`config.mk`:
```
export PLATFORM = sky130hd
export DESIGN_NAME = hlsm_shared_fu_sched
export DESIGN_NICKNAME = d
export VERILOG_FILES = /design/src/rtl/hlsm_pkg.sv /design/src/rtl/hlsm_shared_fu_sched_seq_div.sv /design/src/rtl/hlsm_shared_fu_sched.sv
export SDC_FILE = /design/constraint.sdc
export NUM_CORES = 1
export LEC_CHECK = 0
export CORE_ASPECT_RATIO = 1.5
export CORE_MARGIN = 2
export CORE_UTILIZATION = 59
export CTS_CLUSTER_SIZE = 16
export DETAILED_ROUTE_END_ITERATION = 10
export PLACE_DENSITY = 0.89
export SYNTH_ARGS = -nofsm -noshare
export SYNTH_HDL_FRONTEND = slang
export SYNTH_SLANG_ARGS = --single-unit
```
`constraint.sdc`:
```
create_clock -name Clk -period 9 [get_ports Clk]
set_input_delay 1.8 -clock Clk [delete_from_list [all_inputs] [get_ports Clk]]
set_output_delay 1.8 -clock Clk [all_outputs]
set_load 0.01 [all_outputs]
```
`src/rtl/hlsm_pkg.sv`:
```
`default_nettype none
// ============================================================================
//  Module      : hlsm_pkg
//  Description : Shared types and constants for the resource-constrained
//                HLSM controller computing k=(a*b+c*d)/e and l=f/g.
//                Holds the controller state encoding, the default data
//                width and the derived divider / run latencies.
//  Revision    : 1.0  initial release
// ============================================================================
package hlsm_pkg;

    localparam int DEFAULT_WIDTH = 16;

    // Divider result appears this many cycles after its start cycle.
    localparam int DIV_LAT = DEFAULT_WIDTH;

    // Cycles from the accepting edge to the Done cycle (inclusive).
    localparam int RUN_LAT = 4 + 2 * (DEFAULT_WIDTH + 1);

    typedef enum logic [2:0] {
        IDLE  = 3'd0,
        MUL1  = 3'd1,
        MUL2  = 3'd2,
        ADD   = 3'd3,
        DIV_K = 3'd4,
        DIV_L = 3'd5,
        FIN   = 3'd6
    } state_t;

endpackage
`default_nettype wire

```
`src/rtl/hlsm_shared_fu_sched_seq_div.sv`:
```
`default_nettype none
// ============================================================================
//  Module      : seq_div
//  Description : Radix-2 restoring signed divider, truncating toward zero.
//                One quotient bit per cycle on operand magnitudes; the sign
//                is applied when the result is registered.
//  Ports       : Clk, Rst        clock, synchronous active-high reset
//                start           begin a division (ignored while busy)
//                dividend        signed dividend, sampled with start
//                divisor         signed divisor, sampled with start
//                quotient        signed quotient, held until next result
//                valid           1-cycle pulse, WIDTH cycles after start
//                dz              divisor was zero (quotient forced to 0)
//  Revision    : 1.0  initial release
// ============================================================================
module seq_div
    import hlsm_pkg::*;
#(
    parameter int WIDTH = DEFAULT_WIDTH
) (
    input  logic             Clk,
    input  logic             Rst,
    input  logic             start,
    input  logic [WIDTH-1:0] dividend,
    input  logic [WIDTH-1:0] divisor,
    output logic [WIDTH-1:0] quotient,
    output logic             valid,
    output logic             dz
);

    localparam int CW = $clog2(WIDTH);

    logic             busy_q;
    logic [CW-1:0]    cnt_q;
    logic [WIDTH-1:0] rem_q;
    logic [WIDTH-1:0] qsh_q;
    logic [WIDTH-1:0] dv_q;
    logic             neg_q;
    logic             zero_q;
    logic [WIDTH-1:0] quotient_q;
    logic             valid_q;
    logic             dz_q;

    logic [WIDTH-1:0] dd_abs;
    logic [WIDTH-1:0] dv_abs;
    logic [WIDTH-1:0] rem_in;
    logic [WIDTH-1:0] q_in;
    logic [WIDTH-1:0] dv_in;
    logic [WIDTH:0]   shift;
    logic             ge;
    logic [WIDTH:0]   rem_n;
    logic [WIDTH-1:0] q_n;

    // Magnitudes as unsigned: the most-negative value maps to 2^(WIDTH-1),
    // which still fits, so most-negative / -1 wraps back to most-negative.
    assign dd_abs = dividend[WIDTH-1] ? (~dividend + 1'b1) : dividend;
    assign dv_abs = divisor[WIDTH-1]  ? (~divisor + 1'b1)  : divisor;

    // One restoring step. On the start cycle the first step is taken
    // directly from the fresh operands so that WIDTH steps complete in
    // time for valid to rise WIDTH cycles after the start cycle.
    always_comb begin
        rem_in = busy_q ? rem_q : '0;
        q_in   = busy_q ? qsh_q : dd_abs;
        dv_in  = busy_q ? dv_q  : dv_abs;
        shift  = {rem_in, q_in[WIDTH-1]};
        ge     = (shift >= {1'b0, dv_in});
        rem_n  = ge ? (shift - {1'b0, dv_in}) : shift;
        q_n    = {q_in[WIDTH-2:0], ge};
    end

    always_ff @(posedge Clk) begin
        if (Rst) begin
            busy_q     <= 1'b0;
            cnt_q      <= '0;
            rem_q      <= '0;
            qsh_q      <= '0;
            dv_q       <= '0;
            neg_q      <= 1'b0;
            zero_q     <= 1'b0;
            quotient_q <= '0;
            valid_q    <= 1'b0;
            dz_q       <= 1'b0;
        end else begin
            valid_q <= 1'b0;
            if (busy_q) begin
                rem_q <= rem_n[WIDTH-1:0];
                qsh_q <= q_n;
                if (cnt_q == CW'(WIDTH - 1)) begin
                    busy_q     <= 1'b0;
                    valid_q    <= 1'b1;
                    dz_q       <= zero_q;
                    quotient_q <= zero_q ? '0 : (neg_q ? (~q_n + 1'b1) : q_n);
                end else begin
                    cnt_q <= cnt_q + 1'b1;
                end
            end else if (start) begin
                busy_q <= 1'b1;
                cnt_q  <= CW'(1);
                rem_q  <= rem_n[WIDTH-1:0];
                qsh_q  <= q_n;
                dv_q   <= dv_abs;
                neg_q  <= dividend[WIDTH-1] ^ divisor[WIDTH-1];
                zero_q <= (divisor == '0);
            end
        end
    end

    assign quotient = quotient_q;
    assign valid    = valid_q;
    assign dz       = dz_q;

endmodule
`default_nettype wire

```
`src/rtl/hlsm_shared_fu_sched.sv`:
```
`default_nettype none
// ============================================================================
//  Module      : hlsm_shared_fu_sched
//  Description : Resource-constrained HLSM controller computing
//                k = (a*b + c*d)/e and l = f/g on one shared multiplier,
//                one adder and one shared iterative signed divider.
//  Ports       : Clk, Rst        clock, synchronous active-high reset
//                Start           run request, honoured only in IDLE
//                a..g            signed operands, captured on accepted Start
//                k, l            registered signed results
//                Done            registered 1-cycle completion pulse
//                Busy            high whenever the FSM is not in IDLE
//                div_by_zero     sticky per run: e==0 or g==0 seen
//  Revision    : 1.0  initial release
// ============================================================================
module hlsm_shared_fu_sched
    import hlsm_pkg::*;
#(
    parameter int WIDTH = DEFAULT_WIDTH
) (
    input  logic                    Clk,
    input  logic                    Rst,
    input  logic                    Start,
    input  logic signed [WIDTH-1:0] a,
    input  logic signed [WIDTH-1:0] b,
    input  logic signed [WIDTH-1:0] c,
    input  logic signed [WIDTH-1:0] d,
    input  logic signed [WIDTH-1:0] e,
    input  logic signed [WIDTH-1:0] f,
    input  logic signed [WIDTH-1:0] g,
    output logic signed [WIDTH-1:0] k,
    output logic signed [WIDTH-1:0] l,
    output logic                    Done,
    output logic                    Busy,
    output logic                    div_by_zero
);

    state_t           state_q;
    logic [WIDTH-1:0] a_q, b_q, c_q, d_q, e_q, f_q, g_q;
    logic [WIDTH-1:0] h_q, i_q, j_q;
    logic [WIDTH-1:0] k_q, l_q;
    logic             done_q;
    logic             dz_q;
    logic             div_start_q;

    logic [WIDTH-1:0] mul_x, mul_y, prod, sum;
    logic [WIDTH-1:0] div_dd, div_dv, div_quot;
    logic             div_valid, div_dz;

    // Shared multiplier: a*b in MUL1, c*d otherwise. Only the low WIDTH
    // bits are kept, which are the same for signed and unsigned operands.
    assign mul_x = (state_q == MUL1) ? a_q : c_q;
    assign mul_y = (state_q == MUL1) ? b_q : d_q;
    assign prod  = mul_x * mul_y;
    assign sum   = h_q + i_q;

    // Shared divider: j/e during DIV_K, f/g during DIV_L.
    assign div_dd = (state_q == DIV_L) ? f_q : j_q;
    assign div_dv = (state_q == DIV_L) ? g_q : e_q;

    seq_div #(
        .WIDTH (WIDTH)
    ) u_div (
        .Clk      (Clk),
        .Rst      (Rst),
        .start    (div_start_q),
        .dividend (div_dd),
        .divisor  (div_dv),
        .quotient (div_quot),
        .valid    (div_valid),
        .dz       (div_dz)
    );

    always_ff @(posedge Clk) begin
        if (Rst) begin
            state_q     <= IDLE;
            a_q         <= '0;
            b_q         <= '0;
            c_q         <= '0;
            d_q         <= '0;
            e_q         <= '0;
            f_q         <= '0;
            g_q         <= '0;
            h_q         <= '0;
            i_q         <= '0;
            j_q         <= '0;
            k_q         <= '0;
            l_q         <= '0;
            done_q      <= 1'b0;
            dz_q        <= 1'b0;
            div_start_q <= 1'b0;
        end else begin
            done_q      <= 1'b0;
            div_start_q <= 1'b0;
            case (state_q)
                IDLE: begin
                    if (Start) begin
                        a_q     <= a;
                        b_q     <= b;
                        c_q     <= c;
                        d_q     <= d;
                        e_q     <= e;
                        f_q     <= f;
                        g_q     <= g;
                        dz_q    <= 1'b0;
                        state_q <= MUL1;
                    end
                end
                MUL1: begin
                    h_q     <= prod;
                    state_q <= MUL2;
                end
                MUL2: begin
                    i_q     <= prod;
                    state_q <= ADD;
                end
                ADD: begin
                    j_q         <= sum;
                    // Divider start is registered so it is high during the
                    // first DIV_K cycle, when j is already stable.
                    div_start_q <= 1'b1;
                    state_q     <= DIV_K;
                end
                DIV_K: begin
                    if (div_valid) begin
                        k_q         <= div_quot;
                        dz_q        <= dz_q | div_dz;
                        div_start_q <= 1'b1;
                        state_q     <= DIV_L;
                    end
                end
                DIV_L: begin
                    if (div_valid) begin
                        l_q     <= div_quot;
                        dz_q    <= dz_q | div_dz;
                        done_q  <= 1'b1;
                        state_q <= FIN;
                    end
                end
                FIN: begin
                    state_q <= IDLE;
                end
                default: begin
                    state_q <= IDLE;
                end
            endcase
        end
    end

    assign k           = k_q;
    assign l           = l_q;
    assign Done        = done_q;
    assign Busy        = (state_q != IDLE);
    assign div_by_zero = dz_q;

endmodule
`default_nettype wire
```
==> impl_results.md <==
- Leakage: 8.07 nW
- Critical path data required time: 9.46 ns
- Fraction of layout cells with a size suffix above 1: 5.01%
- Register area share after synthesis: 30.9%
- CTS root buffer: clkbuf_16
- Avg Inst Size Synth: 7.77 um2
- Met3 Use GR: 4.01%
- I/O pins: 150
- Crit path capture type: flip-flop
- Largest net degree at the start of global routing: 113
- Fin crit period: 7.71 ns
- Flops & latches, synth: 271
- F_max: 130 MHz
- Ys async rst share: 0%
- Final setup fails: 0
- Tot GR Track Use: 33.2%
- Worst Reg-to-Reg Cells: 19
- Hold crit path type: reg -> reg
- Max_slew headroom: 23.6%
- Total die area: 31200 um2
- Initial antenna violation count: 2
- R2R Path End: h_q[15]
- Post-synthesis cell area: 17600 um2
- Most frequent cells in the layout: nand2_1, dfxtp_1, a21oi_1
- CTS tree: built
- Core Util, Final: 68.8%
- VDD IR-drop max: 0.185 mV
- RSZ-0062 raised after global routing: no
- Post-route setup TNS: 0 ns
- Area Growth Syn to Fin: 15.1%
- Final hold viol count: 0
- CP startpoint: state_q[0]
- Routed WL: 51400 um
- Dpl ws: 1.42 ns
- Cells after synthesis: 2261
- Initial Util: 59.8%
- Htree depth: 1
- Die W: 145 um
- Tcrit/Tclk final: 85.7%
- Post-layout nets: 2616
- HPWL after DPL: 39700 um
- Critical R2R Launch: state_q[0]
- Crit path max fanout: 63
- CP endpoint: h_q[15]
- # DRC: 0
- Routed len/inst: 18.7 um
- Top Usage Layer GRT: met2
- GRT met1 Usage: 31.7%
- CORE AREA: 29400 um2
- Hold buffers post-CTS: 0
- R2r setup slk: 1.29 ns
- Congestion Overflow GR: 0
- Post-CTS Resized: 0
- Met2 Use GR: 62.4%
- Clock slew at reported path FFs: 0.07 ns
- Synth Flop Type: dfxtp_1
- Rows: 77
- Kind of critical path: reg -> reg
- # Max-Cap Violations: 0
- Post-CTS Setup Repair Bufs: 0
- Clock sinks: 271
- Post-synth EDFFs: 0
- Final ANT Viol Nets: 0
- Die Height: 215 um
- Max-slew violations: 0
- Final setup margin: 1.29 ns
- DRT iter0 DRCs: 932
- Power per cell area: 164 nW/um2
- GP Congestion: 1.01
- # port buffers: 149
- Mapped Nets: 2542
- Via/cell ratio: 5.83
- DRT Pass-1 Iters: 5
- Number of global-route vias before repair: 16346
- Critical Path Source Type: flip-flop
- Worst Skew: 0.0130 ns
- Actual slew at the worst max-slew pin: 1.14 ns
- Yosys warnings: 0
- CTS buffer count: 27
- Clock latency on the worst-skew pair: 0.57 ns
- First-pass GRT wire length: 81400 um
- Most common cell after layout, fill and taps aside: nand2_1
- CP arrival: 8.17 ns
- Via count: 16049
- Outcome: finished clean
- Longest Clk Path Bufs: 3
- Post-synth cell types: 71
==> layer usage <==
layer | part of all wire [%] | wire length [um] | vias to the layer above
met5 | 0 | 0 | -
met4 | 9.0 | 4600 | 0
met3 | 4.8 | 2460 | 205
met2 | 53 | 27400 | 590
met1 | 33 | 16900 | 7541
li1 | - | - | 7713
==> per-stage QoR <==
stage                     power [mW]  cell area [um2]  hold slack (ns)  cells
after floorplan                 1.86            17600            0.432   2261
after global placement          2.09            19300            0.439   2701
after detailed placement        2.11            19300            0.446   2701
after CTS                       3.32            20200            0.455   2750
after global routing            3.46            20200            0.473   2752
final                           3.31            20200            0.454   2752
==> synthesized netlist by cell type, types with 15 or more instances <==
master    count  area share, %
or3_1        19           0.68
xor2_1       19           0.95
a21o_1       16           0.68
fa_1         82            9.3
or2_2        24           0.85
xnor2_1      64            3.2
clkbuf_1    108            2.3
and2_1       19           0.68
inv_1       129            2.8
nor3_1       53            1.5
dfxtp_1     271             31
nor2_1      188            4.0
o31ai_1      15           0.64
nand2b_1     18           0.64
mux2i_1      73            4.2
nand2_1     553             12
ha_1         84            6.0
a21oi_1     247            7.0
a211oi_1     25            1.1
o21ai_0      39            1.1
nor2b_1      15           0.53
nand3_1      22           0.63
==> area by class of cell <==
cell class,instances,area [um2]
Multi-Input combinational cell,1738,11200
Fill cell,2398,9180
Sequential cell,271,5430
Timing Repair Buffer,168,1650
Clock buffer,32,714
Tap cell,395,494
Inverter,129,484
Clock inverter,17,235
Antenna cell,2,5.00
==> worst min path at each step <==
stage / depth (start not counted) / start / end / slack, ns
floorplan: 2 / u_div.qsh_q[6] / u_div.qsh_q[6] / 0.43
global placement: 2 / u_div.rem_q[15] / u_div.rem_q[15] / 0.44
detailed placement: 2 / u_div.dv_q[2] / u_div.dv_q[2] / 0.45
CTS: 2 / k[0] / k[0] / 0.45
global route: 2 / l[11] / l[11] / 0.47
finish: 2 / e_q[14] / e_q[14] / 0.45
==> state kept, by name (all words and copies together), names as in the netlist, 3 cells and up <==
name and flops:
a_q 16, b_q 16, c_q 16, d_q 16
e_q 16, f_q 16, g_q 16, h_q 16
i_q 16, j_q 16, k 16, l 16
u_div.dv_q 16, u_div.qsh_q 16, u_div.quotient 16, u_div.rem_q 16
u_div.cnt_q 4, state_q 3
==> where the power goes <==
group          total, mW  internal, mW  switching (mW)
registers           1.33          1.26          0.0642
logic              0.776         0.296           0.481
clock network       1.21         0.715           0.498
==> critical path, cell delays in order, from the launching register on <==
cell and delay, ns:
dfxtp_1 0.64, nor3b_2 0.35, buf_12 0.36, mux2i_1 0.78, nor2_1 0.17, fa_1 0.53, inv_1 0.07, fa_1 0.56
fa_1 0.43, fa_1 0.49, fa_1 0.54, fa_1 0.45, xnor2_1 0.14, xnor2_1 0.22, xnor3_1 0.36, xnor3_1 0.35
xnor3_1 0.20, or3_1 0.40, a21o_1 0.20, a311oi_1 0.29
==> kinds of logic after synthesis <==
group / synth area share [%]
AND/OR/NAND/NOR: 23.8
AO/OA/AOI/OAI: 15.2
flip-flops: 30.9
buffers and inverters: 5.44
adder cells (fa/ha/maj): 15.3
XOR/XNOR: 4.65
multiplexers: 4.74
Note: power is estimated with default switching activity, not from simulation.
